==> config.mk <==
export PLATFORM = sky130hd
export DESIGN_NAME = alarm_annunciator
export DESIGN_NICKNAME = d
export VERILOG_FILES = /design/src/rtl/alarm_pkg.sv /design/src/rtl/alarm_beep_gen.sv /design/src/rtl/alarm_annunciator.sv
export SDC_FILE = /design/constraint.sdc
export NUM_CORES = 1
export LEC_CHECK = 0
export ABC_AREA = 1
export CORE_MARGIN = 2
export CORE_UTILIZATION = 35
export CTS_CLUSTER_DIAMETER = 120
export DETAILED_ROUTE_END_ITERATION = 8
export REMOVE_ABC_BUFFERS = 1
export SYNTH_ARGS = -nofsm -noshare
export SYNTH_HDL_FRONTEND = slang
export SYNTH_HIERARCHICAL = 1
export SYNTH_SLANG_ARGS = --single-unit
==> constraint.sdc <==
create_clock -name clk -period 3.7 [get_ports clk]
set_input_delay 0.555 -clock clk [delete_from_list [all_inputs] [get_ports clk]]
set_output_delay 0.555 -clock clk [all_outputs]
set_load 0.05 [all_outputs]
==> src/rtl/alarm_pkg.sv <==
// alarm_pkg
// Shared definitions for the alarm annunciator slice: the controller state
// type and the default timing constants used as parameter defaults by the
// top level and the beep generator.
package alarm_pkg;

    typedef enum logic [2:0] {
        IDLE,
        QUAL,
        SOUND,
        HOLD,
        MUTED
    } alarm_state_t;

    localparam int DEF_DEBOUNCE_CYC = 4;
    localparam int DEF_BEEP_ON      = 8;
    localparam int DEF_BEEP_OFF     = 8;
    localparam int DEF_MAX_BEEPS    = 4;
    localparam int DEF_MUTE_CYC     = 32;

endpackage

==> src/rtl/alarm_beep_gen.sv <==
// alarm_beep_gen
// Produces the intermittent ON/OFF buzzer phase and a strobe marking the end
// of each ON phase (one completed beep).
// Ports:
//   clk, rst_n - clock and asynchronous active-low reset
//   start      - reload: phase ON, phase timer 0 (has priority over enable)
//   enable     - advance the phase timer this cycle
//   nextOn     - phase value that will be current after this edge
//   beepDone   - high on the edge that ends an ON phase
module alarm_beep_gen
    import alarm_pkg::*;
#(
    parameter int BEEP_ON  = DEF_BEEP_ON,
    parameter int BEEP_OFF = DEF_BEEP_OFF
) (
    input  logic clk,
    input  logic rst_n,
    input  logic start,
    input  logic enable,
    output logic nextOn,
    output logic beepDone
);

    localparam int TIMER_W = $clog2(((BEEP_ON > BEEP_OFF) ? BEEP_ON : BEEP_OFF) + 1);
    localparam logic [TIMER_W-1:0] ON_LAST  = TIMER_W'(BEEP_ON - 1);
    localparam logic [TIMER_W-1:0] OFF_LAST = TIMER_W'(BEEP_OFF - 1);

    logic               phaseOn;
    logic [TIMER_W-1:0] timer;
    logic               phaseEnd;

    // The current phase ends when its timer has counted the last cycle of
    // that phase. The look-ahead phase lets the owner register the buzzer
    // output in the same edge as the phase change, so there is no extra lag.
    always_comb begin
        phaseEnd = phaseOn ? (timer == ON_LAST) : (timer == OFF_LAST);
        beepDone = enable & ~start & phaseOn & phaseEnd;
        nextOn   = phaseOn;
        if (start) begin
            nextOn = 1'b1;
        end else if (enable && phaseEnd) begin
            nextOn = ~phaseOn;
        end
    end

    // Phase and timer registers. Holding start high keeps the generator
    // parked at the beginning of an ON phase, ready for the next episode.
    always_ff @(posedge clk or negedge rst_n) begin
        if (!rst_n) begin
            phaseOn <= 1'b1;
            timer   <= '0;
        end else if (start) begin
            phaseOn <= 1'b1;
            timer   <= '0;
        end else if (enable) begin
            if (phaseEnd) begin
                phaseOn <= ~phaseOn;
                timer   <= '0;
            end else begin
                timer <= timer + 1'b1;
            end
        end
    end

endmodule

==> src/rtl/alarm_annunciator.sv <==
// alarm_annunciator
// Qualifies the raw alarm level with a debounce filter, then drives an
// intermittent buzzer pattern and a steady warning lamp, with a driver
// acknowledge that mutes the buzzer for a while before re-arming.
// Ports:
//   clk, rst_n - clock and asynchronous active-low reset
//   sAlarm     - raw alarm level (already synchronous to clk)
//   sAck       - driver acknowledge level; only its rising edge acts
//   sBuzz      - registered buzzer drive
//   sLamp      - registered warning lamp (SOUND, HOLD, MUTED)
//   sActive    - registered, high whenever the controller is not idle
//   sBeepCnt   - registered count of completed beeps in this episode
module alarm_annunciator
    import alarm_pkg::*;
#(
    parameter int DEBOUNCE_CYC = DEF_DEBOUNCE_CYC,
    parameter int BEEP_ON      = DEF_BEEP_ON,
    parameter int BEEP_OFF     = DEF_BEEP_OFF,
    parameter int MAX_BEEPS    = DEF_MAX_BEEPS,
    parameter int MUTE_CYC     = DEF_MUTE_CYC
) (
    input  logic                             clk,
    input  logic                             rst_n,
    input  logic                             sAlarm,
    input  logic                             sAck,
    output logic                             sBuzz,
    output logic                             sLamp,
    output logic                             sActive,
    output logic [$clog2(MAX_BEEPS+1)-1:0]   sBeepCnt
);

    localparam int DEB_W  = $clog2(DEBOUNCE_CYC + 1);
    localparam int MUTE_W = $clog2(MUTE_CYC + 1);
    localparam int CNT_W  = $clog2(MAX_BEEPS + 1);
    localparam logic [DEB_W-1:0]  DEB_LAST  = DEB_W'(DEBOUNCE_CYC);
    localparam logic [MUTE_W-1:0] MUTE_LAST = MUTE_W'(MUTE_CYC);
    localparam logic [CNT_W-1:0]  CNT_LAST  = CNT_W'(MAX_BEEPS);

    alarm_state_t      state;
    logic [DEB_W-1:0]  debCnt;
    logic [MUTE_W-1:0] muteTimer;
    logic              sAckQ;

    logic              ackRise;
    logic              beepStart;
    logic              beepEnable;
    logic              beepNextOn;
    logic              beepDone;
    logic [DEB_W-1:0]  debNext;
    logic [MUTE_W-1:0] muteNext;
    logic [CNT_W-1:0]  cntNext;

    // Acknowledge acts on its rising edge only, so a held button cannot
    // re-mute. The beep generator stays parked at "ON, timer 0" whenever we
    // are not sounding, so every entry into SOUND starts a fresh ON phase.
    always_comb begin
        ackRise    = sAck & ~sAckQ;
        beepStart  = (state != SOUND);
        beepEnable = (state == SOUND);
        debNext    = debCnt + 1'b1;
        muteNext   = muteTimer + 1'b1;
        cntNext    = sBeepCnt + 1'b1;
    end

    alarm_beep_gen #(
        .BEEP_ON  (BEEP_ON),
        .BEEP_OFF (BEEP_OFF)
    ) u_beepGen (
        .clk      (clk),
        .rst_n    (rst_n),
        .start    (beepStart),
        .enable   (beepEnable),
        .nextOn   (beepNextOn),
        .beepDone (beepDone)
    );

    // Controller FSM with registered outputs. A low alarm level wins over
    // everything and returns to IDLE with all counters cleared; next comes
    // the acknowledge edge, then the pattern and timer events. IDLE and QUAL
    // share the debounce branch because debCnt is always 0 in IDLE, which
    // also makes a one-cycle debounce go straight from IDLE to SOUND.
    always_ff @(posedge clk or negedge rst_n) begin
        if (!rst_n) begin
            state     <= IDLE;
            debCnt    <= '0;
            muteTimer <= '0;
            sAckQ     <= 1'b0;
            sBeepCnt  <= '0;
            sBuzz     <= 1'b0;
            sLamp     <= 1'b0;
            sActive   <= 1'b0;
        end else begin
            sAckQ <= sAck;
            if (!sAlarm) begin
                state     <= IDLE;
                debCnt    <= '0;
                muteTimer <= '0;
                sBeepCnt  <= '0;
                sBuzz     <= 1'b0;
                sLamp     <= 1'b0;
                sActive   <= 1'b0;
            end else begin
                case (state)
                    IDLE, QUAL: begin
                        sActive <= 1'b1;
                        if (debNext == DEB_LAST) begin
                            state    <= SOUND;
                            debCnt   <= '0;
                            sBeepCnt <= '0;
                            sBuzz    <= 1'b1;
                            sLamp    <= 1'b1;
                        end else begin
                            state  <= QUAL;
                            debCnt <= debNext;
                        end
                    end
                    SOUND: begin
                        if (ackRise) begin
                            state     <= MUTED;
                            muteTimer <= '0;
                            sBuzz     <= 1'b0;
                        end else if (beepDone && (cntNext == CNT_LAST)) begin
                            state    <= HOLD;
                            sBeepCnt <= cntNext;
                            sBuzz    <= 1'b0;
                        end else begin
                            if (beepDone) begin
                                sBeepCnt <= cntNext;
                            end
                            sBuzz <= beepNextOn;
                        end
                    end
                    HOLD: begin
                        if (ackRise) begin
                            state     <= MUTED;
                            muteTimer <= '0;
                        end
                    end
                    MUTED: begin
                        if (ackRise) begin
                            muteTimer <= '0;
                        end else if (muteNext == MUTE_LAST) begin
                            state     <= SOUND;
                            muteTimer <= '0;
                            sBeepCnt  <= '0;
                            sBuzz     <= 1'b1;
                        end else begin
                            muteTimer <= muteNext;
                        end
                    end
                    default: begin
                        state   <= IDLE;
                        sBuzz   <= 1'b0;
                        sLamp   <= 1'b0;
                        sActive <= 1'b0;
                    end
                endcase
            end
        end
    end

endmodule

==> results of run 1 <==
cells by family (layout without fill, tap and decap cells):
| family | after synthesis | in the layout |
|---|---|---|
| and+or+nand+nor | 111 | 111 |
| AOI/OAI and AO/OA | 23 | 23 |
| buffers and inverters | 30 | 43 |
| adders and majority gates | 7 | 7 |
| DFF | 24 | 24 |
critical path, stage by stage (launching register included):
cell	delay [ns]
dfrtp_1	0.44
inv_2	0.12
nand2_2	0.08
nor2_1	0.41
nand2_1	0.16
nor2_1	0.11
nand2_1	0.07
inv_1	0.07
nand3_1	0.08
nand2_1	0.08
nand2_2	0.06
a21oi_4	0.16
nand2_2	0.09
nand2_1	0.06
nand2_1	0.04
how the worst min path moves through the flow:
stage               cells after the start         to  slack (ns)       from
floorplan                               0  debCnt[0]        0.26      rst_n
global placement                        2      sBuzz        0.47      sBuzz
detailed placement                      2      sBuzz        0.46      sBuzz
CTS                                     2      sBuzz        0.49      sBuzz
global route                            1  debCnt[1]        0.51  debCnt[1]
finish                                  2      sBuzz        0.48      sBuzz
registers in the layout (all words and copies together), names as in the netlist:
| register | flops |
|---|---|
| muteTimer | 6 |
| sBeepCnt | 3 |
| u_beepGen/phaseOn | 1 |
| sActive | 1 |
| u_beepGen/timer | 4 |
| debCnt | 3 |
| sBuzz | 1 |
| state | 3 |
| sLamp | 1 |
| sAckQ | 1 |
per-stage QoR:
stage               total power (W)  instances
finish                     0.000886        258
global route               0.000955        258
CTS                        0.000897        258
detailed placement         0.000709        254
global placement           0.000710        254
floorplan                  0.000617        194
power by group:
group	total [W]	internal, W	switching [W]
Sequential	0.000333	0.000298	0.0000349
Combinational	0.000369	0.000124	0.000245
Clock	0.000184	0.0000953	0.0000884
Total	0.000886	0.000517	0.000368
final cells by class:
| cell class | instances | share of cell area (%) |
|---|---|---|
| Sequential cell | 24 | 35.4 |
| Clock buffer | 4 | 3.24 |
| Tap cell | 50 | 3.68 |
| Inverter | 29 | 6.40 |
| Multi-Input combinational cell | 141 | 45.6 |
| Timing Repair Buffer | 10 | 5.74 |
cell usage in the layout (no fill, tap or decap):
master / count
nor2_1: 20
a32o_1: 1
o211ai_1: 2
clkdlybuf4s50_1: 9
dfstp_2: 1
clkinv_1: 1
nor2_8: 1
a21oi_4: 1
buf_4: 1
o21a_2: 1
nor2_2: 4
inv_1: 22
nor3_1: 1
o21ai_0: 5
a21oi_1: 5
nand3_1: 14
nor2_4: 1
ha_1: 7
inv_2: 6
nand2_4: 4
nand2_1: 51
nand3_2: 2
o31ai_1: 1
nand4_1: 5
o21ai_1: 6
dfrtp_1: 23
nand2_2: 8
clkbuf_8: 4
o22ai_1: 1
per-layer routing:
metal  vias up  GRT usage, %  routed length (um)
li1        649             -                   -
met1       522          17.8                1460
met2        17          20.9                1200
met3         5          2.18                  80
met4         0          5.23                  50
met5         -             0                   0
==> flow_summary.ini, run 1 <==
[cells_and_area]
multi_input_area_um2 = 776
fin_area_um2 = 1700
syn2layout_area_growth_pct = 13.9
fillCellCount = 404
drive_gt1_share_pct = 16.3
seqCellArea_um2 = 602
nets = 220
fin_util_pct = 41.9
diodes = 0

[timing]
setup_viol = 0
rsz0062_at_grt = no
max_slew_margin_pct = 65.8
max_freq_ghz = 0.471
totalNegativeSetupSlack_ns = 0
fin_crit_sh_pct = 57.4
slew_violations = 0
skew_ns = 0.00162
worst_pin_slew_ns = 0.511
setup_ws_ns = 1.57
period_needed_ns = 2.13
hold_violations = 0
hold_ws_ns = 0.481

[cts]
cts_resized = 0
post_cts_buffers = 0
htree_levels = 1
cts.sinks = 24
ctsLongestPathBuffers = 2
cts_tree = yes
cts_root_buf = clkbuf_8
clkTransAtPathRegs_ns = 0.09
insertion_delay_ns = 0.27
cts_hold_buf = 0
numCtsBuffers = 3

[yosys]
synth_xor_area_share_pct = 0
yosys-top-cells-count = nand2_1, dfrtp_1, inv_1
synth_area_leaders = dfrtp_1, nand2_1, ha_1
synth-simple-area-share_pct = 36.4
syn_area_per_cell_um2 = 7.66
async_reset_ff_share_pct = 100
synth_compound_area_share_pct = 9.63
synth.area.mux_share_pct = 0
netlist.top_cell.by_area = dfrtp_1
synth_edf_count = 0
yosys_warnings = 6
synthAdderAreaFrac_pct = 5.86
yosysMostFrequentCell = nand2_1
synth_top_area_share_pct = 38.5
synth.ff_latch_count = 24
syn_area_um2 = 1490
synth_flop_cell = dfrtp_1
synth_top_family_by_area = simple AND/OR/NAND/NOR gates
syn_inst = 195
ys_seq_area_share_pct = 40.3
synth.distinct_cells = 27

[placement]
port_buffers = 9
dpl.hpwl_mm = 2.10
pre_cts_slack_ns = 1.47
place_area_um2 = 1650
gp_congestion = 0.795

[grt]
grt_usage_pct = 13.2
grt_max_degree = 25
antenna_found_initial = 0
grt_first_pass_wirelength_mm = 5.16
grt_pass1_vias = 1181
grt-ovfl-total = 0

[flow_run]
max_cap_violations = 0

[floorplanning]
die_w_um = 69.3
ioPinCount = 10
die-area_um2 = 4810
rows = 23
die_y_um = 69.3
start_util_pct = 36.8
core_area_um2 = 4060

[critical_path]
timing.rr.start = state[2]
worstSetupStartpoint = state[2]
crit_type = flop to flop
regToRegSetupSlack_ns = 1.57
critPathLaunchType = flop
critPathArrivalTime_ns = 2.30
reg2reg_depth = 14
required_ns = 3.87
reg2reg_to = sBeepCnt[1]
crit_end = sBeepCnt[1]
crit_fanout = 9
cp-end-kind = flop

[detailed_routing]
vias = 1193
vias_per_cell = 4.62
dr.pass1.iters = 4
route.detailed.drc = 0
initialDrtViolationCount = 71
finalWirelength_mm = 2.79
wire_per_inst_um = 10.8
postRouteAntennaNets = 0

[power]
peakVddDrop_mv = 0.326
power_leakage_nw = 0.849
power_density_nw_per_um2 = 520

[min_path]
worstHoldPathType = flop to flop

[outcome]
status = finished, final reports clean
Power figures use the tool's default switching activity.
==> run 2, diff against run 1 <==
clock period = 2.2 ns   (was 3.7 ns; I/O delays follow)
==> run 2 against run 1 <==
Against the previous run: sequential power up 68%; fmax up 11%; largest power group unchanged; critical path type unchanged; power up 65%; critical endpoint unchanged; via count up 4.7%.
==> flow_summary.ini, run 2 (same netlist as run 1, synthesis figures left out) <==
[critical_path]
critPathArrivalTime_ns = 2.08
path_cells = inv_2, nor2_4, nand2_1, inv_1, nand2_1, nor2_1, nand2_1, inv_1, nand3_1, nand2_1, nand2_2, a21oi_4, nand2_2, nand2_1, nand2_1
critPathLaunchType = flop
crit_fanout = 6
required_ns = 2.36
cp-end-kind = flop
cpMostUsedCell = nand2_1
crit_buf_inv = 3
critical_path.max_stage_delay_ns = 0.43
path_depth = 15
timing.rr.start = state[1]
crit_end = sBeepCnt[1]
crit_type = flop to flop
regToRegSetupSlack_ns = 0.28
worstSetupStartpoint = state[1]
cpLargestDelayFamily = simple AND/OR/NAND/NOR gates
cp_slowest_cell = dfrtp_1
reg2reg_to = sBeepCnt[1]
reg2reg_depth = 15

[detailed_routing]
dr.pass1.iters = 4
wire_per_inst_um = 10.9
vias_per_cell = 4.80
finalWirelength_mm = 2.85
postRouteAntennaNets = 0
route.detailed.drc = 0
initialDrtViolationCount = 42
vias = 1249

[floorplanning]
die-area_um2 = 4810
die_w_um = 69.3
ioPinCount = 10
core_area_um2 = 4060
rows = 23
start_util_pct = 36.8
die_y_um = 69.3

[power]
clockPowerShare_pct = 18.6
intPower_w = 0.000847
p_total_w = 0.00146
power_leakage_nw = 0.853
pwr-share-seq_pct = 38.3
pwr-share-comb_pct = 43.0
peakVddDrop_mv = 0.423
power_density_nw_per_um2 = 857
switchingPower_w = 0.000616
sw_frac_of_total_pct = 42.1

[cells_and_area]
syn2layout_area_growth_pct = 14.2
nets = 222
drive_gt1_share_pct = 16.7
largestRegisters = muteTimer: 6 flops, u_beepGen/timer: 4 flops
largest_reg_flops = 6
layout_commonest_cell = nand2_1
fillCellCount = 419
final_cell_mix = nand2_1, dfrtp_1, inv_1
regMostFlops = muteTimer
fin_util_pct = 42.1
diodes = 0

[cts]
cts_tree = yes
insertion_delay_ns = 0.27
clkTransAtPathRegs_ns = 0.08
htree_levels = 1
ctsLongestPathBuffers = 2
cts.sinks = 24
post_cts_buffers = 0
cts_hold_buf = 0
numCtsBuffers = 3
cts_root_buf = clkbuf_8
cts_resized = 0

[grt]
grt_usage_pct = 13.2
grt_pass1_vias = 1198
grt_max_degree = 25
grt-ovfl-total = 0
grt_first_pass_wirelength_mm = 5.23
antenna_found_initial = 0

[timing]
worst_pin_slew_ns = 0.502
rsz0062_at_grt = no
max_slew_margin_pct = 66.5
setup_viol = 0
skew_ns = 0.00222
totalNegativeSetupSlack_ns = 0
hold_violations = 0
period_needed_ns = 1.92
slew_violations = 0
fin_crit_sh_pct = 87.2
max_freq_ghz = 0.521

[placement]
port_buffers = 9
gp_congestion = 0.859
dpl.hpwl_mm = 2.18

[flow_run]
max_cap_violations = 0

[min_path]
worstHoldPathType = input pin to asynchronous set/reset pin

[outcome]
status = finished, final reports clean
## run 2: per-layer routing
metal	share of wire, %	global-route usage, %	vias to the layer above	wire (um)
met1	50	18.6	562	1430
met2	45	20.1	24	1270
met4	2.3	6.32	0	66
met5	0	0	-	0
met3	2.7	1.60	7	77
li1	-	-	656	-
## run 2: worst min path at each step
| stage | startpoint | to | cells past startpoint |
|---|---|---|---|
| after floorplan | rst_n | debCnt[0] | 0 |
| after detailed placement | sBuzz | sBuzz | 2 |
| after global routing | rst_n | muteTimer[3] | 2 |
| final | rst_n | u_beepGen/timer[3] | 2 |
| after CTS | rst_n | muteTimer[3] | 2 |
| after global placement | sBuzz | sBuzz | 2 |
## run 2: cell type report
| type | instances | area, um2 | area share, % |
|---|---|---|---|
| clock buffer | 4 | 45.0 | 2.64 |
| multi-input combinational | 141 | 776 | 45.5 |
| sequential | 24 | 602 | 35.3 |
| inverter | 29 | 109 | 6.38 |
| tap | 50 | 62.6 | 3.67 |
| timing repair buffer | 12 | 113 | 6.60 |
## run 2: stage by stage
| step | setup slack (ns) | std cells | cell area [um2] | hold slack [ns] |
|---|---|---|---|---|
| 6_report | 0.282 | 260 | 1710 | 0.421 |
| 4_1_cts | 0.272 | 260 | 1710 | 0.432 |
| 3_3_place_gp | 0.270 | 256 | 1660 | 0.469 |
| 5_1_grt | 0.0155 | 260 | 1710 | 0.478 |
| 2_1_floorplan | 0.325 | 194 | 1490 | 0.0344 |
| 3_5_place_dp | 0.301 | 256 | 1660 | 0.462 |
## run 2: power groups by stage
stage,Combinational (W),Sequential (W),Clock (W)
after CTS,0.000634,0.000561,0.000286
after global routing,0.000693,0.000571,0.000302
after detailed placement,0.000632,0.000568,0
after floorplan,0.000395,0.000643,0
final,0.000630,0.000561,0.000273
after global placement,0.000628,0.000570,0
## run 2: worst reg2reg max path: stages, from the launching register on
cell and delay [ns]:
dfrtp_1 0.43, inv_2 0.09, nor2_4 0.15, nand2_1 0.14, inv_1 0.11, nand2_1 0.09
nor2_1 0.09, nand2_1 0.07, inv_1 0.07, nand3_1 0.07, nand2_1 0.08, nand2_2 0.06
a21oi_4 0.16, nand2_2 0.09, nand2_1 0.06, nand2_1 0.05
==> run 3, diff against run 2 <==
CORE_UTILIZATION = 40   (was 35)
SLEW_MARGIN = 20   (was unset)
TNS_END_PERCENT = 1   (was unset)
==> run 3 against run 2 <==
Against the previous run: largest power group unchanged; power grew 1.4%; clock-buffer cell count is the same; first-iteration DRC count shrank 24%; die area shrank 12%; highest routed layer unchanged.
==> flow_summary.ini, run 3 (same netlist as run 1, synthesis figures left out) <==
[outcome]
status = finished, final reports clean

[grt]
grt_pass1_vias = 1137
use_met2_pct = 24.9
antenna_found_initial = 0
grt_first_pass_wirelength_mm = 4.86
grt_usage_pct = 14.8
grtUsageMet1_pct = 19.2
top_usage_layer = met2
grt-ovfl-total = 0
grt_max_degree = 25
grt_util_met3_pct = 2.05

[critical_path]
crit_buf_inv = 3
reg2reg_depth = 15
crit_type = flop to flop
path_cells = inv_2, nor2_4, nand2_1, inv_1, nand2_1, nor2_1, nand2_1, inv_1, nand3_1, nand2_1, nand2_2, a21oi_4, nand2_2, nand2_1, nand2_1
cpMostUsedCell = nand2_1
required_ns = 2.37
critical_path.max_stage_delay_ns = 0.41
crit_fanout = 6
regToRegSetupSlack_ns = 0.33
critPathArrivalTime_ns = 2.04
timing.rr.start = state[1]
path_depth = 15
cpLargestDelayFamily = simple AND/OR/NAND/NOR gates
reg2reg_to = sBeepCnt[0]
critPathLaunchType = flop
cp_slowest_cell = dfrtp_1
cp-end-kind = flop

[timing]
rsz0062_at_grt = no
totalNegativeSetupSlack_ns = 0
max_freq_ghz = 0.534
skew_ns = 0.00202
max_slew_margin_pct = 66.9
fin_crit_sh_pct = 85.1
setup_viol = 0
hold_violations = 0
worst_pin_slew_ns = 0.495
period_needed_ns = 1.87
slew_violations = 0

[cts]
clkTransAtPathRegs_ns = 0.08
post_cts_buffers = 0
cts_tree = yes
cts_resized = 0
cts_hold_buf = 0
cts_root_buf = clkbuf_8
ctsLongestPathBuffers = 2
cts.sinks = 24
htree_levels = 1
insertion_delay_ns = 0.27
numCtsBuffers = 3

[floorplanning]
core_area_um2 = 3630
ioPinCount = 10
die_w_um = 65.1
die_y_um = 65.1
rows = 22
die-area_um2 = 4240
start_util_pct = 41.1

[cells_and_area]
final_cells = 258
regMostFlops = muteTimer
drive_gt1_share_pct = 17.1
final_cell_mix = nand2_1, dfrtp_1, inv_1
layout_commonest_cell = nand2_1
diodes = 0
largestRegisters = muteTimer: 6 flops, u_beepGen/timer: 4 flops
syn2layout_area_growth_pct = 14.7
largest_reg_flops = 6
nets = 222

[power]
peakVddDrop_mv = 0.399
power_leakage_nw = 0.859
power_density_nw_per_um2 = 865

[detailed_routing]
vias_per_cell = 4.81
postRouteAntennaNets = 0
wire_per_inst_um = 10.7
initialDrtViolationCount = 32
vias = 1242
finalWirelength_mm = 2.76
route.detailed.drc = 0
dr.pass1.iters = 5

[placement]
gp_congestion = 0.768
dpl.hpwl_mm = 2.15
port_buffers = 9
placed_cells = 254

[min_path]
worstHoldPathType = input pin to asynchronous set/reset pin

[flow_run]
max_cap_violations = 0
run 3: cell count changes in the layout (fill, tap and decap cells not counted):
cell and delta:
clkbuf_1 -1, clkbuf_8 +1
run 3: through the flow:
step | hold slack, ns | instance area (um2) | util, % | power (W) | worst slack, ns
2_1_floorplan | 0.0344 | 1490 | - | 0.00104 | 0.325
3_3_place_gp | 0.464 | 1660 | 45.7 | 0.00120 | 0.359
3_5_place_dp | 0.464 | 1660 | 45.7 | 0.00120 | 0.355
4_1_cts | 0.432 | 1710 | 47.2 | 0.00150 | 0.335
5_1_grt | 0.452 | 1710 | 47.2 | 0.00159 | 0.0949
6_report | 0.418 | 1710 | 47.2 | 0.00148 | 0.327
run 3: metal layers:
metal	up-vias	share of wire [%]
met1	576	49
met4	0	2.1
met3	5	1.8
met2	13	47
met5	-	0
li1	648	-
run 3: where the power goes:
part	total [W]	switching, W	internal, W
registers	0.000560	0.0000585	0.000502
logic	0.000624	0.000409	0.000215
clock network	0.000299	0.000139	0.000160
total	0.00148	0.000606	0.000877
run 3: area by class of cell:
class	count	area, um2
fillers	383	1920
multi-input cells	141	776
flip-flops and latches	24	602
repair buffers	12	113
inverters	29	109
well taps	48	60.1
clock buffers	4	55.1
run 3: worst max-delay path by stage:
stage                        start     endpoint  slack (ns)
final                     state[1]  sBeepCnt[0]        0.33
after global routing      state[1]  sBeepCnt[0]        0.09
after CTS                 state[1]  sBeepCnt[0]        0.34
after detailed placement  state[1]  sBeepCnt[0]        0.35
after global placement    state[1]  sBeepCnt[0]        0.36
after floorplan           state[2]  sBeepCnt[0]        0.32
run 3: worst register-to-register path: stages, from the launching register on:
cell,delay (ns)
dfrtp_1,0.41
inv_2,0.08
nor2_4,0.15
nand2_1,0.14
inv_1,0.11
nand2_1,0.09
nor2_1,0.09
nand2_1,0.07
inv_1,0.07
nand3_1,0.07
nand2_1,0.08
nand2_2,0.06
a21oi_4,0.16
nand2_2,0.09
nand2_1,0.06
nand2_1,0.05
